===== src/rtl/noname_pkg.sv =====
// Shared definitions for the memory arbiter: FSM state encoding and bus constants.
package noname_pkg;

    typedef enum logic [1:0] {
        ARB_IDLE  = 2'd0,
        ARB_GNT_I = 2'd1,
        ARB_GNT_D = 2'd2
    } arb_state_e;

    localparam int         DEFAULT_TIMEOUT = 255;
    localparam logic [3:0] SEL_ALL         = 4'hF;

endpackage


===== src/rtl/bus_watchdog.sv =====
// Counts cycles a bus grant has been held; pulses expired_o when the limit is reached.
module bus_watchdog
    import noname_pkg::*;
#(
    parameter int TIMEOUT = DEFAULT_TIMEOUT
) (
    input  logic clk_i,
    input  logic rst_i,
    input  logic clear_i,
    input  logic run_i,
    output logic expired_o
);

    // A zero TIMEOUT still needs a one-bit counter to keep the declaration legal.
    localparam int              CNT_W = (TIMEOUT > 0) ? $clog2(TIMEOUT + 1) : 1;
    localparam logic [CNT_W-1:0] LIMIT = CNT_W'(TIMEOUT);

    logic [CNT_W-1:0] r_count;

    // NOTE: sequential state uses <= so every flop samples pre-edge values.
    always_ff @(posedge clk_i) begin
        if (rst_i || clear_i) begin
            r_count <= '0;
        end else if (run_i && (r_count != LIMIT)) begin
            r_count <= r_count + CNT_W'(1);
        end
    end

    assign expired_o = (TIMEOUT != 0) && run_i && (r_count == LIMIT);

endmodule


===== src/rtl/mem_arbiter.sv =====
// Round-robin arbiter sharing one Wishbone B4 classic master between fetch and load/store.
// DATA_W must be 32; byte-lane selects are fixed at four bits.
module mem_arbiter
    import noname_pkg::*;
#(
    parameter int ADDR_W  = 32,
    parameter int DATA_W  = 32,
    parameter int TIMEOUT = DEFAULT_TIMEOUT
) (
    input  logic              clk_i,
    input  logic              rst_i,

    input  logic              iport_cyc_i,
    input  logic              iport_stb_i,
    input  logic [ADDR_W-1:0] iport_addr_i,
    output logic [DATA_W-1:0] iport_dat_o,
    output logic              iport_ack_o,
    output logic              iport_err_o,

    input  logic              dport_cyc_i,
    input  logic              dport_stb_i,
    input  logic              dport_we_i,
    input  logic [ADDR_W-1:0] dport_addr_i,
    input  logic [DATA_W-1:0] dport_dat_i,
    input  logic [3:0]        dport_sel_i,
    output logic [DATA_W-1:0] dport_dat_o,
    output logic              dport_ack_o,
    output logic              dport_err_o,

    output logic              wbm_cyc_o,
    output logic              wbm_stb_o,
    output logic              wbm_we_o,
    output logic [ADDR_W-1:0] wbm_addr_o,
    output logic [DATA_W-1:0] wbm_dat_o,
    output logic [3:0]        wbm_sel_o,
    input  logic [DATA_W-1:0] wbm_dat_i,
    input  logic              wbm_ack_i,
    input  logic              wbm_err_i
);

    arb_state_e r_state;
    logic       r_last_d;

    logic w_i_pend, w_d_pend;
    logic w_own_i, w_own_d, w_idle;
    logic w_live, w_expired, w_release;
    logic w_bus_ack, w_bus_err;

    assign w_i_pend = iport_cyc_i & iport_stb_i;
    assign w_d_pend = dport_cyc_i & dport_stb_i;
    assign w_own_i  = (r_state == ARB_GNT_I);
    assign w_own_d  = (r_state == ARB_GNT_D);
    assign w_idle   = (r_state == ARB_IDLE);

    // The owner dropping cyc is an abort: nothing is forwarded and the grant is released.
    assign w_live    = (w_own_i & iport_cyc_i) | (w_own_d & dport_cyc_i);
    assign w_bus_ack = w_live & wbm_ack_i & ~wbm_err_i;
    assign w_bus_err = w_live & (wbm_err_i | (w_expired & ~wbm_ack_i));
    assign w_release = ~w_live | wbm_ack_i | wbm_err_i | w_expired;

    bus_watchdog #(
        .TIMEOUT (TIMEOUT)
    ) u_watchdog (
        .clk_i     (clk_i),
        .rst_i     (rst_i),
        .clear_i   (w_idle),
        .run_i     (~w_idle),
        .expired_o (w_expired)
    );

    always_ff @(posedge clk_i) begin
        if (rst_i) begin
            r_state  <= ARB_IDLE;
            r_last_d <= 1'b1;
        end else begin
            case (r_state)
                ARB_IDLE: begin
                    if (w_i_pend && (!w_d_pend || r_last_d)) begin
                        r_state  <= ARB_GNT_I;
                        r_last_d <= 1'b0;
                    end else if (w_d_pend) begin
                        r_state  <= ARB_GNT_D;
                        r_last_d <= 1'b1;
                    end
                end
                default: begin
                    if (w_release) r_state <= ARB_IDLE;
                end
            endcase
        end
    end

    // NOTE: every output gets a default first so no path through the case infers a latch.
    always_comb begin
        wbm_cyc_o  = 1'b0;
        wbm_stb_o  = 1'b0;
        wbm_we_o   = 1'b0;
        wbm_addr_o = '0;
        wbm_dat_o  = '0;
        wbm_sel_o  = '0;
        case (r_state)
            ARB_GNT_I: begin
                wbm_cyc_o  = iport_cyc_i;
                wbm_stb_o  = iport_cyc_i & iport_stb_i;
                wbm_addr_o = iport_addr_i;
                wbm_sel_o  = SEL_ALL;
            end
            ARB_GNT_D: begin
                wbm_cyc_o  = dport_cyc_i;
                wbm_stb_o  = dport_cyc_i & dport_stb_i;
                wbm_we_o   = dport_we_i;
                wbm_addr_o = dport_addr_i;
                wbm_dat_o  = dport_dat_i;
                wbm_sel_o  = dport_sel_i;
            end
            default: ;
        endcase
    end

    assign iport_ack_o = w_own_i & w_bus_ack;
    assign iport_err_o = w_own_i & w_bus_err;
    assign dport_ack_o = w_own_d & w_bus_ack;
    assign dport_err_o = w_own_d & w_bus_err;

    // Read data is passed through unqualified; only ack marks it valid.
    assign iport_dat_o = wbm_dat_i;
    assign dport_dat_o = wbm_dat_i;

endmodule


===== config.mk =====
export PLATFORM = sky130hd
export DESIGN_NAME = mem_arbiter
export DESIGN_NICKNAME = d
export VERILOG_FILES = /design/src/rtl/noname_pkg.sv /design/src/rtl/bus_watchdog.sv /design/src/rtl/mem_arbiter.sv
export SDC_FILE = /design/constraint.sdc
export NUM_CORES = 1
export LEC_CHECK = 0
export ABC_AREA = 0
export BUFFER_PORTS_ARGS = -buffer_cell sky130_fd_sc_hd__clkbuf_2
export CAP_MARGIN = 20
export CORE_AREA = 2 2 109 111
export DETAILED_ROUTE_END_ITERATION = 16
export DIE_AREA = 0 0 111 113
export PLACE_DENSITY_LB_ADDON = 0.15
export SLEW_MARGIN = 20
export SYNTH_ARGS = -nofsm -noshare
export SYNTH_HDL_FRONTEND = slang
export SYNTH_HIERARCHICAL = 1
export SYNTH_SLANG_ARGS = --single-unit

===== constraint.sdc =====
create_clock -name clk_i -period 2.4 [get_ports clk_i]
set_input_delay 0.12 -clock clk_i [delete_from_list [all_inputs] [get_ports clk_i]]
set_output_delay 0.12 -clock clk_i [all_outputs]
set_load 0.1 [all_outputs]

---- Word-level counts from Yosys, hierarchy flattened ----
Index checks and enable logic that the tools add are counted.
cells by class
  add/sub/neg operators ................... 1
  eq/ne operators ......................... 5
  mux-type cells .......................... 12
  bitwise operators ....................... 21
  reductions and logical operators ........ 11
operator list
  operator                                                               number
  32-bit one-hot mux with 2 select lines                                 1
  32-bit 2-to-1 mux                                                      1
  1-bit AND                                                              12
  8-bit by 1-bit adder with 8-bit output, second input constant          1
  8-bit equality test, second input constant                             1
  2-bit 2-to-1 mux                                                       4
  8-bit inequality test, second input constant                           1
  4-bit one-hot mux with 2 select lines                                  1
  1-bit bitwise OR                                                       5
  1-bit NOT                                                              4
  1-bit one-hot mux with 2 select lines                                  2
  2-bit AND reduction                                                    2
  2-bit nonzero test                                                     2
  1-bit logical AND                                                      3
  1-bit 2-to-1 mux                                                       3
  3-bit inequality test, second input constant                           1
  2-bit by 1-bit equality test with 1-bit output, second input constant  1
  2-bit equality test, second input constant                             1
  2-bit zero test                                                        1
  1-bit logical OR                                                       2
  1-bit zero test                                                        1
word-level totals
  flip-flop bits (word level) ............. 11
  input port bits ......................... 141
  output and inout port bits .............. 139

---- Depth between registers and ports, before layout ----
  depth in word-level cells ............... 9
  mapped depth ............................ 8

---- Hierarchy ----
Netlist, hierarchy kept.
modules (own cells, without submodules)
  module        instances  cells an instance  area each (um^2)
  mem_arbiter   1          222                1554.0
  bus_watchdog  1          48                 454.2

---- Least setup slack after synthesis ----
OpenSTA, ideal clock, no wires.
  kind .................................... register to output
  start ................................... register r_state[0]
  end ..................................... output dport_err_o
  data arrival time ....................... 2.803 ns
  path slack .............................. -0.523 ns
  cell stages (with the launch flop) ...... 9
  buffers on the path ..................... 0
  cell sequence ........................... dfxtp_1 -> inv_1 -> ha_1 -> inv_1 -> and3_1 -> and3_1 -> nor2b_1 -> o21bai_1 -> nor2_1
on the way
  cells in the longest elaborated chain, start to end .. 7
  elaborated cells on any way between the ends .. 12
ends and longest elaborated chain
  item                    RTL line            RTL
  from (decl)             mem_arbiter.sv:41   arb_state_e r_state;
  from (signal assigned)  mem_arbiter.sv:73   r_state <= ARB_IDLE;
  from (signal assigned)  mem_arbiter.sv:79   r_state <= ARB_GNT_I;
  from (signal assigned)  mem_arbiter.sv:82   r_state <= ARB_GNT_D;
  2-bit zero test         mem_arbiter.sv:53   assign w_idle = (r_state == ARB_IDLE);
  named net w_idle        mem_arbiter.sv:45   logic w_own_i, w_own_d, w_idle;
  1-bit NOT               mem_arbiter.sv:67   .run_i (~w_idle),
  1-bit logical AND       bus_watchdog.sv:29  assign expired_o = (TIMEOUT != 0) && run_i && (r_count == LIMIT);
  named net w_expired     mem_arbiter.sv:46   logic w_live, w_expired, w_release;
  1-bit AND               mem_arbiter.sv:58   assign w_bus_err = w_live & (wbm_err_i | (w_expired & ~wbm_ack_i));
  1-bit bitwise OR        mem_arbiter.sv:58
  1-bit AND               mem_arbiter.sv:58
  1-bit AND               mem_arbiter.sv:123  assign dport_err_o = w_own_d & w_bus_err;
  to (decl)               mem_arbiter.sv:28   output logic dport_err_o,
The timed path passes the listed nets, and every way through them passes these cells.

---- Worst setup path in the final report ----
Same ends and word-level chain as after synthesis.

==> results by group <==
Yosys
  • FF+latch count, synth: 11
  • Compound-cell area share of the yosys netlist: between 20% and 30%
  • Synth top area share: between 20% and 30%
  • Synthesized instance count: 270
  • Mux cell area share after synthesis: 0.997%
  • EDFF count, synth: 0
  • Asr flop ratio synth: 0%
  • Syn nets: a little over 400
  • Synth Flop Type: dfxtp_1
  • XOR/XNOR Fraction of Synth Area: 0%
  • Avg Inst Size Synth: roughly 7.4 um^2
  • Simple-Gate Fraction of Synth Area: 34.6%
  • Area leader, netlist: buf_4
  • Largest family of logic cells by synthesized area: simple AND/OR/NAND/NOR gates
  • Adder-Cell Fraction of Synth Area: between 2 and 2.5%
  • Synth area leaders: buf_4 (25%), a22oi_1 (12%), nor2b_1 (12%)
  • Yosys warns: 6
  • Netlist cell types: 39
  • Register area share after synthesis: about 11%
  • Mapped Area: between 2000 and 2500 um^2

Worst setup path
  • CP Data Arrival Time: a little over 2 ns
  • Kind of capture point of the worst setup path: output pin
  • CP max FO: 5
  • Data required, critical path: approximately 2.3 ns
  • WS Path Type: reg -> out
  • Start of the worst register-to-register path: r_state[0]$_SDFFE_PP0P_
  • Worst reg2reg path depth: 8
  • CP startpoint kind: flop
  • CP startpoint: r_state[0]$_SDFFE_PP0P_

Die
  • Die Y: 113 um
  • Die ar.: 12500 um^2
  • Initial Util: around 18%
  • Horiz. Die Dim: 111 um
  • # rows: 39
  • Core footprint: between 10000 and 15000 um^2
  • # IOs: 280

Worst hold path
  • HP Class: in -> out
  • WHS Path Cells: 0
  • Hold_sp: wbm_dat_i[14]

Global route
  • Initial antenna violation count: 0
  • Pin count of the biggest net entering global routing: 52
  • Vias in the first global route: 2173
  • Gr ovfl total: 0
  • First-pass GRT wire length: approximately 12000 um
  • GRT Total Usage: between 10% and 20%

STA
  • Minimum clock period: around 2.2 ns
  • Slew HR: 62.7%
  • FMAX: roughly 460 MHz
  • RSZ-0062 raised after global routing: no
  • Worst Max-Slew Pin Slew: around 0.56 ns
  • Period utilization: between 90% and 100%
  • Final Setup Violations: 0
  • Max Transition Viols Final: 0
  • Final Hold Vio Count: 0
  • Clk_skew: 0.00330 ns

Clocking
  • CTS root buf: clkbuf_16
  • CTS Hold Bufs: 0
  • Clk slew on worst S/H paths: 0.04 ns
  • Setup bufs post-CTS: 0
  • Clock buffer depth: 2
  • PostCTS Resize Cnt: 0
  • Clock Sinks: 11
  • TritonCTS clock tree: done
  • H-tree levels: 1
  • Worst-skew pair later-pin latency: about 0.24 ns
  • CTS buffer count: 3

Route
  • Detailed-route vias per instance: between 4 and 5
  • Routed WL per cell: 14.9 um
  • Drt pass-1 iters: 4
  • Drt first-iter violations: just over 60
  • DR DRC count: 0
  • Vias: between 2k and 2.5k
  • WL final: roughly 7800 um
  • ANT nets after route: 0

Placed design
  • Port Buffers: between 150 and 200
  • GPL Wtd Cong: roughly 0.8
  • Detailed Place HPWL: 6390 um
  • Placed Cells: ~520

Finish
  • Final #Nets: 528
  • Diodes inserted: 0
  • Fin cells: 525
  • Filler Cell Count: approximately 1.2k
  • Area grow syn2layout: 67.7%
  • Layout cells sized above 1: 58.6%

Power and ir drop
  • Pwr Total: 1.26 mW
  • Static leakage: 1.49 nW
  • Worst VDD drop: about 0.24 mV
  • Pwr Density: between 300 and 400 nW/um^2

Flow run
  • Max_cap viols: 0

Run status
  • Status: finished, final reports clean
[per-stage QoR]
stage | setup TNS, ns | utilization, % | worst slack [ns] | hold slack, ns | area (um^2)
2_1_floorplan | -0.114 | - | -0.114 | 0.189 | 2070
3_3_place_gp | 0 | 29.2 | 0.490 | 0.241 | 3290
3_5_place_dp | 0 | 29.2 | 0.458 | 0.241 | 3290
4_1_cts | 0 | 29.9 | 0.207 | 0.241 | 3370
5_1_grt | 0 | 29.9 | 0.0697 | 0.240 | 3370
6_report | 0 | 29.9 | 0.221 | 0.240 | 3370
[layout by cell type (no fill, tap or decap), drive strengths merged, types with 4 or more instances in the layout]
cell and n:
clkbuf 145, buf 48, nor2b 38, and2 35, a22oi 33, dfxtp 11, a21oi 9, nand2 9
and3 6, inv 5, ha 4, nor2 4
[worst max-delay path: stages, from the launching register on]
cell and delay, ns:
dfxtp_1 0.37, inv_1 0.08, ha_1 0.21, inv_1 0.07, and3_1 0.28, and3_1 0.21, nor2b_1 0.13, o21bai_1 0.13
nor2_2 0.15, buf_12 0.19
[path summary, 6_finish.rpt]
| path | end | slack, ns |
|---|---|---|
| worst max-delay path | dport_err_o | 0.22 |
| worst min-delay path | dport_dat_o[14] | 0.24 |
| worst max register to register | r_state[1]$_SDFFE_PP0P_ | 0.55 |
| worst min register to register | u_watchdog/r_count[1]$_SDFFE_PP0P_ | 0.50 |
[registers in the layout (all words and copies together), names as in the netlist]
| register | cells |
|---|---|
| r_last_d | 1 |
| r_state | 2 |
| u_watchdog/r_count | 8 |
[where the power goes]
part | total [mW] | switching [mW] | internal, mW
registers | 0.192 | 0.00387 | 0.188
logic | 0.761 | 0.504 | 0.257
clock network | 0.306 | 0.0829 | 0.223
[cells in the mapped netlist (2+ instances only)]
cell      number
clkbuf_1       8
a22oi_1       32
and4b_1        2
ha_1           4
a21boi_1       2
and3_1         5
nand4_1        3
buf_2          4
nor2b_1       38
nor2_1         4
and2_1        35
a21oi_1        9
o21ai_1        2
nand3b_1       2
inv_1          5
nand2_1        8
buf_4         68
and3b_1        2
mux2i_1        2
and4_1         2
nor4_1         2
nand3_1        3
dfxtp_1       11
nand4b_1       2
[logic make-up after synthesis]
group                    after synthesis
adder cells (fa/ha/maj)                4
AO/OA/AOI/OAI                         56
flip-flops                            11
AND/OR/NAND/NOR                      111
buffers and inverters                 86
multiplexers                           2
[layout make-up]
cell class	count	area (um^2)	share of cell area [%]
clock buffer	4	78.8	2.34
timing repair buffer	189	1600	47.6
sequential	11	220	6.54
multi-input combinational	173	1270	37.6
inverter	5	18.8	0.557
tap	143	179	5.31
[layer usage]
layer | routed length (um) | share of wire [%] | vias up | global-route usage (%)
li1 | - | - | 1100 | -
met1 | 3000 | 38 | 1054 | 13.4
met2 | 4140 | 53 | 105 | 22.2
met3 | 545 | 7.0 | 19 | 1.98
met4 | 121 | 1.5 | 0 | 2.83
met5 | 0 | 0 | - | 0
No activity file was read; power rests on OpenSTA's default activity.
